<file path="config.mk">
export PLATFORM = sky130hd
export DESIGN_NAME = i2s_frame_scheduler_flat
export DESIGN_NICKNAME = d
export VERILOG_FILES = /design/src/rtl/i2s_frame_scheduler_if.sv /design/src/rtl/i2s_frame_scheduler.sv /design/src/flat_wrapper.sv
export SDC_FILE = /design/constraint.sdc
export NUM_CORES = 1
export LEC_CHECK = 0
export BUFFER_PORTS_ARGS = -buffer_cell sky130_fd_sc_hd__buf_2
export CAP_MARGIN = 20
export CORE_ASPECT_RATIO = 1.75
export CORE_MARGIN = 2
export CORE_UTILIZATION = 50
export CTS_BUF_LIST = sky130_fd_sc_hd__clkbuf_4
export DETAILED_ROUTE_END_ITERATION = 8
export GPL_TIMING_DRIVEN = 1
export PLACE_DENSITY = 0.75
export SLEW_MARGIN = 10
export SYNTH_ARGS = -nofsm -noshare
export SYNTH_HDL_FRONTEND = slang
export SYNTH_SLANG_ARGS = --single-unit
</file>
<file path="constraint.sdc">
create_clock -name axis_clk -period 2 [get_ports axis_clk]
set_input_delay 0.1 -clock axis_clk [delete_from_list [all_inputs] [get_ports axis_clk]]
set_output_delay 0.1 -clock axis_clk [all_outputs]
set_load 0.01 [all_outputs]
</file>
<file path="src/rtl/i2s_frame_scheduler_if.sv">
// Stream bundle for the frame scheduler: I2S RX in, engine request/result, I2S TX out.
// The master modport is the scheduler's view; slave is the surrounding system's view.
interface i2s_frame_scheduler_if #(
  parameter int DATA_W = 24
);
  logic [31:0]       rx_axis_s_data;
  logic              rx_axis_s_valid;
  logic              rx_axis_s_ready;
  logic              rx_axis_s_last;

  logic [DATA_W-1:0] proc_m_data;
  logic              proc_m_chan;
  logic              proc_m_valid;
  logic              proc_m_ready;

  logic [DATA_W-1:0] proc_s_data;
  logic              proc_s_valid;
  logic              proc_s_ready;

  logic [31:0]       tx_axis_m_data;
  logic              tx_axis_m_valid;
  logic              tx_axis_m_ready;
  logic              tx_axis_m_last;

  modport master (
    input  rx_axis_s_data, rx_axis_s_valid, rx_axis_s_last,
    output rx_axis_s_ready,
    output proc_m_data, proc_m_chan, proc_m_valid,
    input  proc_m_ready,
    input  proc_s_data, proc_s_valid,
    output proc_s_ready,
    output tx_axis_m_data, tx_axis_m_valid, tx_axis_m_last,
    input  tx_axis_m_ready
  );

  modport slave (
    output rx_axis_s_data, rx_axis_s_valid, rx_axis_s_last,
    input  rx_axis_s_ready,
    input  proc_m_data, proc_m_chan, proc_m_valid,
    output proc_m_ready,
    output proc_s_data, proc_s_valid,
    input  proc_s_ready,
    input  tx_axis_m_data, tx_axis_m_valid, tx_axis_m_last,
    output tx_axis_m_ready
  );
endinterface

</file>
<file path="src/rtl/i2s_frame_scheduler.sv">
// Stereo frame scheduler: buffers one RX frame, runs L then R through a shared mono
// engine (or bypasses it), then emits L then R on I2S TX. Counts overruns and timeouts.
module i2s_frame_scheduler #(
  parameter int DATA_W  = 24,
  parameter int TIMEOUT = 512,
  parameter int CNT_W   = 16
) (
  input  logic                axis_clk,
  input  logic                axis_resetn,
  i2s_frame_scheduler_if.master bus,
  input  logic                bypass,
  output logic                frame_done,
  output logic [CNT_W-1:0]    overrun_cnt,
  output logic [CNT_W-1:0]    timeout_cnt
);
  localparam int TMO_W = $clog2(TIMEOUT + 1);
  localparam logic [CNT_W-1:0] CNT_MAX = '1;
  localparam logic [TMO_W-1:0] TMO_LAST = TMO_W'(TIMEOUT - 1);

  typedef enum logic [2:0] {IDLE, SEND_L, WAIT_L, SEND_R, WAIT_R, TX_L, TX_R} state_t;

  state_t            state_reg;
  logic              ready_reg;
  logic              expect_r_reg;
  logic              full_reg;
  logic [DATA_W-1:0] l_pend_reg, buf_l_reg, buf_r_reg;
  logic [DATA_W-1:0] work_l_reg, work_r_reg;
  logic [TMO_W-1:0]  tmo_reg;
  logic [DATA_W-1:0] pm_data_reg;
  logic              pm_chan_reg, pm_valid_reg;
  logic [DATA_W-1:0] tx_data_reg;
  logic              tx_valid_reg, tx_last_reg;
  logic              frame_done_reg;
  logic [CNT_W-1:0]  overrun_reg, timeout_reg;

  logic              rx_fire, frame_complete, launch, tmo_expired;
  logic [DATA_W-1:0] rx_sample;
  logic              unused_rx_bits;

  assign rx_fire        = bus.rx_axis_s_valid & ready_reg;
  assign rx_sample      = bus.rx_axis_s_data[DATA_W-1:0];
  assign frame_complete = rx_fire & bus.rx_axis_s_last & expect_r_reg;
  assign launch         = (state_reg == IDLE) & full_reg;
  assign tmo_expired    = (tmo_reg == TMO_LAST);
  assign unused_rx_bits = ^bus.rx_axis_s_data[31:DATA_W];

  // L beats land in a pending register so a frame already in the buffer is never
  // corrupted by the start of a frame that may end up dropped.
  always_ff @(posedge axis_clk or negedge axis_resetn) begin
    if (!axis_resetn) begin
      ready_reg    <= 1'b0;
      expect_r_reg <= 1'b0;
      full_reg     <= 1'b0;
      l_pend_reg   <= '0;
      buf_l_reg    <= '0;
      buf_r_reg    <= '0;
      overrun_reg  <= '0;
    end else begin
      ready_reg <= 1'b1;
      if (rx_fire) begin
        if (!bus.rx_axis_s_last) begin
          l_pend_reg   <= rx_sample;
          expect_r_reg <= 1'b1;
        end else if (expect_r_reg) begin
          expect_r_reg <= 1'b0;
        end
      end
      if (frame_complete && (!full_reg || launch)) begin
        buf_l_reg <= l_pend_reg;
        buf_r_reg <= rx_sample;
        full_reg  <= 1'b1;
      end else begin
        if (launch) full_reg <= 1'b0;
        if (frame_complete && overrun_reg != CNT_MAX) overrun_reg <= overrun_reg + 1'b1;
      end
    end
  end

  always_ff @(posedge axis_clk or negedge axis_resetn) begin
    if (!axis_resetn) begin
      state_reg      <= IDLE;
      work_l_reg     <= '0;
      work_r_reg     <= '0;
      tmo_reg        <= '0;
      pm_data_reg    <= '0;
      pm_chan_reg    <= 1'b0;
      pm_valid_reg   <= 1'b0;
      tx_data_reg    <= '0;
      tx_valid_reg   <= 1'b0;
      tx_last_reg    <= 1'b0;
      frame_done_reg <= 1'b0;
      timeout_reg    <= '0;
    end else begin
      frame_done_reg <= 1'b0;
      case (state_reg)
        IDLE: begin
          if (full_reg) begin
            work_l_reg <= buf_l_reg;
            work_r_reg <= buf_r_reg;
            if (bypass) begin
              state_reg <= TX_L;
            end else begin
              pm_data_reg  <= buf_l_reg;
              pm_chan_reg  <= 1'b0;
              pm_valid_reg <= 1'b1;
              state_reg    <= SEND_L;
            end
          end
        end
        SEND_L, SEND_R: begin
          if (bus.proc_m_ready) begin
            pm_valid_reg <= 1'b0;
            tmo_reg      <= '0;
            state_reg    <= (state_reg == SEND_L) ? WAIT_L : WAIT_R;
          end
        end
        WAIT_L, WAIT_R: begin
          if (bus.proc_s_valid || tmo_expired) begin
            if (!bus.proc_s_valid && timeout_reg != CNT_MAX) timeout_reg <= timeout_reg + 1'b1;
            if (state_reg == WAIT_L) begin
              if (bus.proc_s_valid) work_l_reg <= bus.proc_s_data;
              pm_data_reg  <= work_r_reg;
              pm_chan_reg  <= 1'b1;
              pm_valid_reg <= 1'b1;
              state_reg    <= SEND_R;
            end else begin
              if (bus.proc_s_valid) work_r_reg <= bus.proc_s_data;
              state_reg <= TX_L;
            end
          end else begin
            tmo_reg <= tmo_reg + 1'b1;
          end
        end
        TX_L: begin
          // One cycle to load the output register from the work registers.
          if (!tx_valid_reg) begin
            tx_valid_reg <= 1'b1;
            tx_data_reg  <= work_l_reg;
            tx_last_reg  <= 1'b0;
          end else if (bus.tx_axis_m_ready) begin
            tx_data_reg <= work_r_reg;
            tx_last_reg <= 1'b1;
            state_reg   <= TX_R;
          end
        end
        TX_R: begin
          if (bus.tx_axis_m_ready) begin
            tx_valid_reg   <= 1'b0;
            tx_last_reg    <= 1'b0;
            frame_done_reg <= 1'b1;
            state_reg      <= IDLE;
          end
        end
        default: state_reg <= IDLE;
      endcase
    end
  end

  assign bus.rx_axis_s_ready = ready_reg;
  assign bus.proc_s_ready    = ready_reg;
  assign bus.proc_m_data     = pm_data_reg;
  assign bus.proc_m_chan     = pm_chan_reg;
  assign bus.proc_m_valid    = pm_valid_reg;
  assign bus.tx_axis_m_data  = {{(32-DATA_W){1'b0}}, tx_data_reg};
  assign bus.tx_axis_m_valid = tx_valid_reg;
  assign bus.tx_axis_m_last  = tx_last_reg;
  assign frame_done          = frame_done_reg;
  assign overrun_cnt         = overrun_reg;
  assign timeout_cnt         = timeout_reg;
endmodule

</file>
<file path="src/flat_wrapper.sv">
// flat-port wrapper written by rule: the top's interface ports become plain ports
module i2s_frame_scheduler_flat 
#(
  parameter int DATA_W  = 24,
  parameter int TIMEOUT = 512,
  parameter int CNT_W   = 16
)
  (axis_clk, axis_resetn, bypass, frame_done, overrun_cnt, timeout_cnt, bus_rx_axis_s_data, bus_rx_axis_s_valid, bus_rx_axis_s_last, bus_rx_axis_s_ready, bus_proc_m_data, bus_proc_m_chan, bus_proc_m_valid, bus_proc_m_ready, bus_proc_s_data, bus_proc_s_valid, bus_proc_s_ready, bus_tx_axis_m_data, bus_tx_axis_m_valid, bus_tx_axis_m_last, bus_tx_axis_m_ready);
  i2s_frame_scheduler_if #(.DATA_W(DATA_W)) bus_i ();
  input  logic axis_clk;
  input  logic axis_resetn;
  input  logic bypass;
  output logic frame_done;
  output logic [CNT_W-1:0] overrun_cnt;
  output logic [CNT_W-1:0] timeout_cnt;
  input wire logic [$bits(bus_i.rx_axis_s_data)-1:0] bus_rx_axis_s_data;
  input wire logic [$bits(bus_i.rx_axis_s_valid)-1:0] bus_rx_axis_s_valid;
  input wire logic [$bits(bus_i.rx_axis_s_last)-1:0] bus_rx_axis_s_last;
  output wire logic [$bits(bus_i.rx_axis_s_ready)-1:0] bus_rx_axis_s_ready;
  output wire logic [$bits(bus_i.proc_m_data)-1:0] bus_proc_m_data;
  output wire logic [$bits(bus_i.proc_m_chan)-1:0] bus_proc_m_chan;
  output wire logic [$bits(bus_i.proc_m_valid)-1:0] bus_proc_m_valid;
  input wire logic [$bits(bus_i.proc_m_ready)-1:0] bus_proc_m_ready;
  input wire logic [$bits(bus_i.proc_s_data)-1:0] bus_proc_s_data;
  input wire logic [$bits(bus_i.proc_s_valid)-1:0] bus_proc_s_valid;
  output wire logic [$bits(bus_i.proc_s_ready)-1:0] bus_proc_s_ready;
  output wire logic [$bits(bus_i.tx_axis_m_data)-1:0] bus_tx_axis_m_data;
  output wire logic [$bits(bus_i.tx_axis_m_valid)-1:0] bus_tx_axis_m_valid;
  output wire logic [$bits(bus_i.tx_axis_m_last)-1:0] bus_tx_axis_m_last;
  input wire logic [$bits(bus_i.tx_axis_m_ready)-1:0] bus_tx_axis_m_ready;
  assign bus_i.rx_axis_s_data = bus_rx_axis_s_data;
  assign bus_i.rx_axis_s_valid = bus_rx_axis_s_valid;
  assign bus_i.rx_axis_s_last = bus_rx_axis_s_last;
  assign bus_rx_axis_s_ready = bus_i.rx_axis_s_ready;
  assign bus_proc_m_data = bus_i.proc_m_data;
  assign bus_proc_m_chan = bus_i.proc_m_chan;
  assign bus_proc_m_valid = bus_i.proc_m_valid;
  assign bus_i.proc_m_ready = bus_proc_m_ready;
  assign bus_i.proc_s_data = bus_proc_s_data;
  assign bus_i.proc_s_valid = bus_proc_s_valid;
  assign bus_proc_s_ready = bus_i.proc_s_ready;
  assign bus_tx_axis_m_data = bus_i.tx_axis_m_data;
  assign bus_tx_axis_m_valid = bus_i.tx_axis_m_valid;
  assign bus_tx_axis_m_last = bus_i.tx_axis_m_last;
  assign bus_i.tx_axis_m_ready = bus_tx_axis_m_ready;
  i2s_frame_scheduler #(.DATA_W(DATA_W), .TIMEOUT(TIMEOUT), .CNT_W(CNT_W)) u_core (.axis_clk(axis_clk), .axis_resetn(axis_resetn), .bus(bus_i), .bypass(bypass), .frame_done(frame_done), .overrun_cnt(overrun_cnt), .timeout_cnt(timeout_cnt));
endmodule
</file>
; ---- Yosys cells after proc, flatten, opt, wreduce, memory -nomap -nowiden
; Cells that the tools add are included.
[op_classes]
addsub = 3
eq_ne = 22
mux = 48
bitwise = 6
n_reduce_logical = 27
[op_table]
columns = op, n
row1 = $mux 24, 13
row2 = $pmux 24 s2, 3
row3 = $add 16x1->16 const B, 2
row4 = $ne 16x16->1 const B, 2
row5 = $mux 3, 9
row6 = $mux 10, 2
row7 = $pmux 10 s2, 1
row8 = $ne 2x2->1 const B, 8
row9 = $mux 1, 15
row10 = $pmux 3 s5, 1
row11 = $reduce_and 5->1, 3
row12 = $reduce_and 6->1, 2
row13 = $add 10x1->10 const B, 1
row14 = $eq 10x9->1 const B, 1
row15 = $eq 3x3->1 const B, 3
row16 = $reduce_and 3->1, 3
row17 = $ne 2x1->1 const B, 4
row18 = $reduce_and 2->1, 4
row19 = $reduce_bool 2->1, 4
row20 = $eq 3x2->1 const B, 2
row21 = $pmux 1 s2, 3
row22 = $and 1x1->1, 4
row23 = $reduce_or 2->1, 2
row24 = $eq 3x1->1 const B, 1
row25 = other kinds (8), 13
[word_totals]
regBits = 221
in_bits = 64
out_inout_bits = 95
elab_cells = 125

; ---- Depth between registers and ports, before layout
[depth]
word_depth = 6
mapped_depth = 7
ltp_nobuf = 6

; ---- Worst setup path before layout
; Ideal clock, no wire load.
[synth_timing]
kind = flip-flop to flip-flop
start = register u_core.tmo_reg[0]
end = register u_core.state_reg[2]
setup_ns = 0.135
arrival_ns = 1.869
t_required_ns = 1.865
slack_ns = -0.004
path_stages_with_launch = 7
cell_sequence = dfrtp_1 -> ha_1 -> nand4_1 -> or4b_4 -> a22oi_4 -> mux2i_1 -> o21ai_0
[synth_between]
elab_chain_len = 4
[synth_rtl]
columns = item, line_no
row1 = start: declaration, i2s_frame_scheduler.sv:28  ; logic [TMO_W-1:0] tmo_reg;
row2 = start signal: assignment, i2s_frame_scheduler.sv:131  ; tmo_reg <= tmo_reg + 1'b1;
row3 = $eq 10x9->1, i2s_frame_scheduler.sv:44  ; assign tmo_expired = (tmo_reg == TMO_LAST);
row4 = $logic_or 1x1->1, i2s_frame_scheduler.sv:118  ; if (bus.proc_s_valid || tmo_expired) begin
row5 = $ne 2x1->1 (no line), -
row6 = $reduce_and 6->1 (no line), -
row7 = end signal: assignment, i2s_frame_scheduler.sv:114  ; state_reg <= (state_reg == SEND_L) ? WAIT_L : WAIT_R;
row8 = end: declaration, i2s_frame_scheduler.sv:22  ; state_t state_reg;
; No other way between the ends.
; A chain may end at the register's enable or synchronous reset.

; ---- Final worst setup path
[layout_timing]
start = register u_core.tmo_reg[1]
end = register u_core.pm_data_reg[1], in the netlist u_core.bus.proc_m_data[1]
[layout_between]
elab_chain_len = 4
[layout_rtl]
columns = item, line_no
row1 = $eq 10x9->1, i2s_frame_scheduler.sv:44
row2 = $logic_or 1x1->1, i2s_frame_scheduler.sv:118
row3 = $ne 2x1->1 (no line), -
row4 = $reduce_and 5->1 (no line), -
row5 = end signal: assignment, i2s_frame_scheduler.sv:103  ; pm_data_reg <= buf_l_reg;
row6 = end signal: assignment, i2s_frame_scheduler.sv:122  ; pm_data_reg <= work_r_reg;
row7 = end: declaration, i2s_frame_scheduler.sv:29  ; logic [DATA_W-1:0] pm_data_reg;
; No other way between the ends.

==> summary.log <==
qor: status.status finished, violations left
qor: status.violations setup timing
qor: synthesis.syn_inst 875
qor: power_and_ir_drop.p_leak 5.96 nW
qor: power_and_ir_drop.powerDensity 1480 nW/um^2
qor: min_path.min-delay-start bus_rx_axis_s_data[0]
qor: setup_path.crit_path_cell_trace ha_2, nand4_1, nor4b_4, buf_4, o311ai_4, buf_6, clkbuf_16, a21o_1
qor: setup_path.critical_path.slowest_cell sky130_fd_sc_hd__dfrtp_1
qor: clocking.clock-sinks 221
qor: flow_run.max_cap_viol_count 0
qor: floorplan.num_io_pins 159
qor: sta.achievable-frequency 0.495 GHz
qor: routing.finalWirelength 23.3 mm
qor: global_route.grt_max_degree 68
qor: routing.wire_per_inst 16.5 um
qor: sta.fin_worst_skew 0.0187 ns
qor: min_path.hp-class in2reg
qor: routing.violation_count_after_the_first_detailed_routing_iteration 303
qor: setup_path.worst_setup_path_startpoint u_core.tmo_reg[1]$_DFFE_PN0P_
qor: clocking.cts.reportedPaths.clkPinSlew 0.07 ns
qor: sta.setup_viol 5
qor: floorplan.initial_core_util 0.506
qor: clocking.clk_path_buf_depth 3
qor: synthesis.syn_area_per_cell 11.0 um^2
qor: setup_path.max_stage_delay 0.36 ns
qor: routing.routed-via-count 7,614
qor: min_path.timing.hold.worst_path_depth 3
qor: synthesis.synth_ff_type sky130_fd_sc_hd__dfrtp_1
qor: synthesis.fraction_of_registers_with_async_set_or_reset_after_synthesis 1.00
qor: setup_path.reg2reg_to u_core.bus.proc_m_data[1]$_DFFE_PN0P_
qor: clocking.tritoncts done
qor: sta.layout_min_cycle_time 2.02 ns
qor: floorplan.core.rowCount 67
qor: sta.layout_worst_path_cycle_share 1.01
qor: sta.hold_violations 0
qor: floorplan.overall_die_height 187 um
qor: sta.unrepaired_setup_endpoints_after_global_routing true
qor: place.finalWeightedCongestion 0.855
qor: setup_path.wp_buf_inv 3
qor: global_route.globalRoute.totalOverflow 0
qor: synthesis.post_synthesis_register_bit_count 221
qor: global_route.globalRouteTotalUtil 0.229
qor: setup_path.critPathTopFamily buffers and inverters
qor: sta.final-max-slew-violation-count 0
qor: final_layout.instances_no_fill 1,413
qor: synthesis.sequential_fraction_of_the_synthesis_area 0.577
qor: setup_path.worstSetupStartpointType flop
qor: setup_path.ff2ff_path_depth 8
qor: setup_path.worst-setup-path-type reg2reg
qor: routing.post-route-drc-count 0
qor: floorplan.die_width 109 um
qor: power_and_ir_drop.maximum_ir_drop_on_the_vdd_rail 0.000765 V
qor: setup_path.reg2reg_slack -0.02 ns
qor: routing.drtAntennaViolNets 0
qor: place.buffer_ports.inserted 142
qor: setup_path.worstPathArrival 2.55 ns
qor: setup_path.crit_path_max_fanout 7
qor: global_route.grt_pass1_vias 7,847
qor: clocking.h-tree-depth 2
qor: global_route.grt_antenna_before_repair 1
qor: clocking.clk_root_buffer_cell sky130_fd_sc_hd__clkbuf_4
qor: final_layout.layout-area-overhead-vs-synth 29.9%
qor: setup_path.required 2.53 ns
qor: sta.timing_worst_slew_pin_value 0.822 ns
qor: floorplan.core-area 18,900 um^2
qor: place.placed_cells 1,251
qor: routing.drt_pass_1_iters 4
qor: routing.detail_route.vias_per_cell 5.39
qor: min_path.min_delay_worst_endpoint u_core.l_pend_reg[0]$_DFFE_PN0P_
qor: final_layout.finish.net_count 1,201
qor: place.hpwlAfterDp 14.8 mm
qor: power_and_ir_drop.finalPower 18.4 mW
qor: global_route.global_route_wire_length_before_repair 37.2 mm
qor: setup_path.critical_path_sink_type flop
qor: synthesis.synth.cell_area 9580 um^2
qor: synthesis.synth.yosys.warnings 0
qor: synthesis.number_of_synthesized_flops_with_an_enable_pin 0
qor: sta.slew_headroom 0.452
qor: final_layout.drive_above_1_share 0.350
qor: synthesis.post_synth_num_cell_types 46
qor: setup_path.reg2reg_from u_core.tmo_reg[1]$_DFFE_PN0P_
qor: sta.worst_setup_margin -0.0190 ns
qor: clocking.numCtsBuffers 50
qor: floorplan.dieArea 20,300 um^2
qor: clocking.clock_latency 0.64 ns
==> where the power goes <==
group	leakage [nW]	internal, mW	switching [mW]
combinational	2.88	3.35	4.32
sequential	2.70	6.14	0.994
clock	0.386	1.93	1.70
==> tightest hold or removal path: cells and delay by family <==
kind     cells  cell delay (ns)
buf+inv      2             0.63
mux          1             0.13
==> stage by stage <==
stage / area [um^2] / hold slack [ns] / worst slack [ns] / TNS (ns) / util
after floorplan: 9610 / -0.196 / 0.0108 / 0 / -
after CTS: 12100 / 0.179 / -0.0349 / -0.407 / 0.638
after detailed placement: 10800 / 0.0936 / -0.0498 / -0.423 / 0.570
after global routing: 12400 / 0.210 / -0.116 / -3.16 / 0.657
after global placement: 10800 / 0.0930 / -0.0668 / -0.204 / 0.570
final: 12400 / 0.239 / -0.0190 / -0.0533 / 0.657
==> cells in the final DEF (no fill, tap or decap), types with 3 or more instances in the layout <==
cell type / netlist / final
sky130_fd_sc_hd__and4_1: 4 / 4
sky130_fd_sc_hd__nand4_1: 15 / 15
sky130_fd_sc_hd__nand2_1: 123 / 122
sky130_fd_sc_hd__o21ai_2: 0 / 3
sky130_fd_sc_hd__nand3_1: 15 / 15
sky130_fd_sc_hd__nor2_2: 0 / 3
sky130_fd_sc_hd__xnor2_1: 16 / 15
sky130_fd_sc_hd__nor3_4: 1 / 3
sky130_fd_sc_hd__buf_4: 10 / 43
sky130_fd_sc_hd__clkbuf_16: 0 / 3
sky130_fd_sc_hd__and3_1: 12 / 12
sky130_fd_sc_hd__nor2b_1: 3 / 3
sky130_fd_sc_hd__buf_6: 0 / 5
sky130_fd_sc_hd__o21ai_1: 0 / 5
sky130_fd_sc_hd__nor2_4: 0 / 5
sky130_fd_sc_hd__nor2_1: 96 / 88
sky130_fd_sc_hd__dlygate4sd3_1: 0 / 57
sky130_fd_sc_hd__conb_1: 2 / 9
sky130_fd_sc_hd__buf_12: 0 / 6
sky130_fd_sc_hd__a31oi_1: 51 / 51
sky130_fd_sc_hd__nor3_1: 10 / 5
sky130_fd_sc_hd__clkbuf_4: 0 / 73
sky130_fd_sc_hd__dfrtp_1: 221 / 218
sky130_fd_sc_hd__clkinv_1: 0 / 14
sky130_fd_sc_hd__nor3_2: 1 / 4
sky130_fd_sc_hd__dfrtp_2: 0 / 3
sky130_fd_sc_hd__mux2i_1: 28 / 28
sky130_fd_sc_hd__inv_1: 9 / 9
sky130_fd_sc_hd__o21ai_0: 17 / 9
sky130_fd_sc_hd__buf_2: 17 / 141
sky130_fd_sc_hd__a21o_1: 25 / 25
sky130_fd_sc_hd__xor2_1: 15 / 14
sky130_fd_sc_hd__a21oi_1: 54 / 31
sky130_fd_sc_hd__mux2_2: 74 / 74
sky130_fd_sc_hd__a21oi_2: 0 / 21
==> kinds of logic after synthesis <==
kind of cell / Yosys count / share of synthesized area
DFF: 221 / 0.577
muxes: 102 / 0.116
xor gates and xnor gates: 31 / 0.0283
and+or+nand+nor: 287 / 0.133
adders and majority gates: 3 / 0.00392
AOI/OAI and AO/OA: 162 / 0.109
other: 2 / 0.000784
buffers and inverters: 67 / 0.0324
==> cell usage after synthesis, types with 16 or more instances <==
cell type,instances,area (um^2)
sky130_fd_sc_hd__a21o_1,25,188
sky130_fd_sc_hd__clkbuf_1,25,93.8
sky130_fd_sc_hd__buf_2,17,85.1
sky130_fd_sc_hd__xnor2_1,16,140
sky130_fd_sc_hd__nand2_1,123,462
sky130_fd_sc_hd__dfrtp_1,221,5530
sky130_fd_sc_hd__mux2i_1,28,280
sky130_fd_sc_hd__a31oi_1,51,319
sky130_fd_sc_hd__o21ai_0,17,85.1
sky130_fd_sc_hd__a21oi_1,54,270
sky130_fd_sc_hd__nor2_1,96,360
sky130_fd_sc_hd__mux2_2,74,833
==> layout make-up <==
class                   count  area (um^2)
clock buffers              73          548
multi-input cells         594         4010
inverters                   9         33.8
repair buffers            258         1910
fillers                  1530         6500
flip-flops and latches    221         5530
clock inverters            16          113
well taps                 241          302
diodes                      1         2.50
==> how the worst max path moves through the flow <==
| stage | to | slack (ns) | depth (start not counted) |
|---|---|---|---|
| 5_1_grt | u_core.bus.proc_m_data[23]$_DFFE_PN0P_ | -0.12 | 9 |
| 4_1_cts | u_core.bus.proc_m_data[3]$_DFFE_PN0P_ | -0.03 | 5 |
| 3_3_place_gp | u_core.tmo_reg[9]$_DFFE_PN0P_ | -0.07 | 6 |
| 6_report | u_core.bus.proc_m_data[1]$_DFFE_PN0P_ | -0.02 | 8 |
| 2_1_floorplan | u_core.state_reg[2]$_DFFE_PN0P_ | 0.01 | 6 |
| 3_5_place_dp | u_core.tmo_reg[5]$_DFFE_PN0P_ | -0.05 | 6 |
==> per-layer routing <==
metal  wire length, um  vias up  GRT usage
met3              1140       66     0.0401
met4              1090        0      0.125
met1              8790     3734      0.265
met2             12300      231      0.394
li1                  -     3583          -
met5                 0        -          0
==> what timing repair did <==
item	4_1_cts	5_1_grt
hold endpoints to repair	330	0
setup endpoints to repair	72	79
hold buffers	57	0
buffers inserted	4	6
gates cloned	0	4
gates resized for setup	8	54
pin swaps	6	16
(Power assumes the default switching activity.)
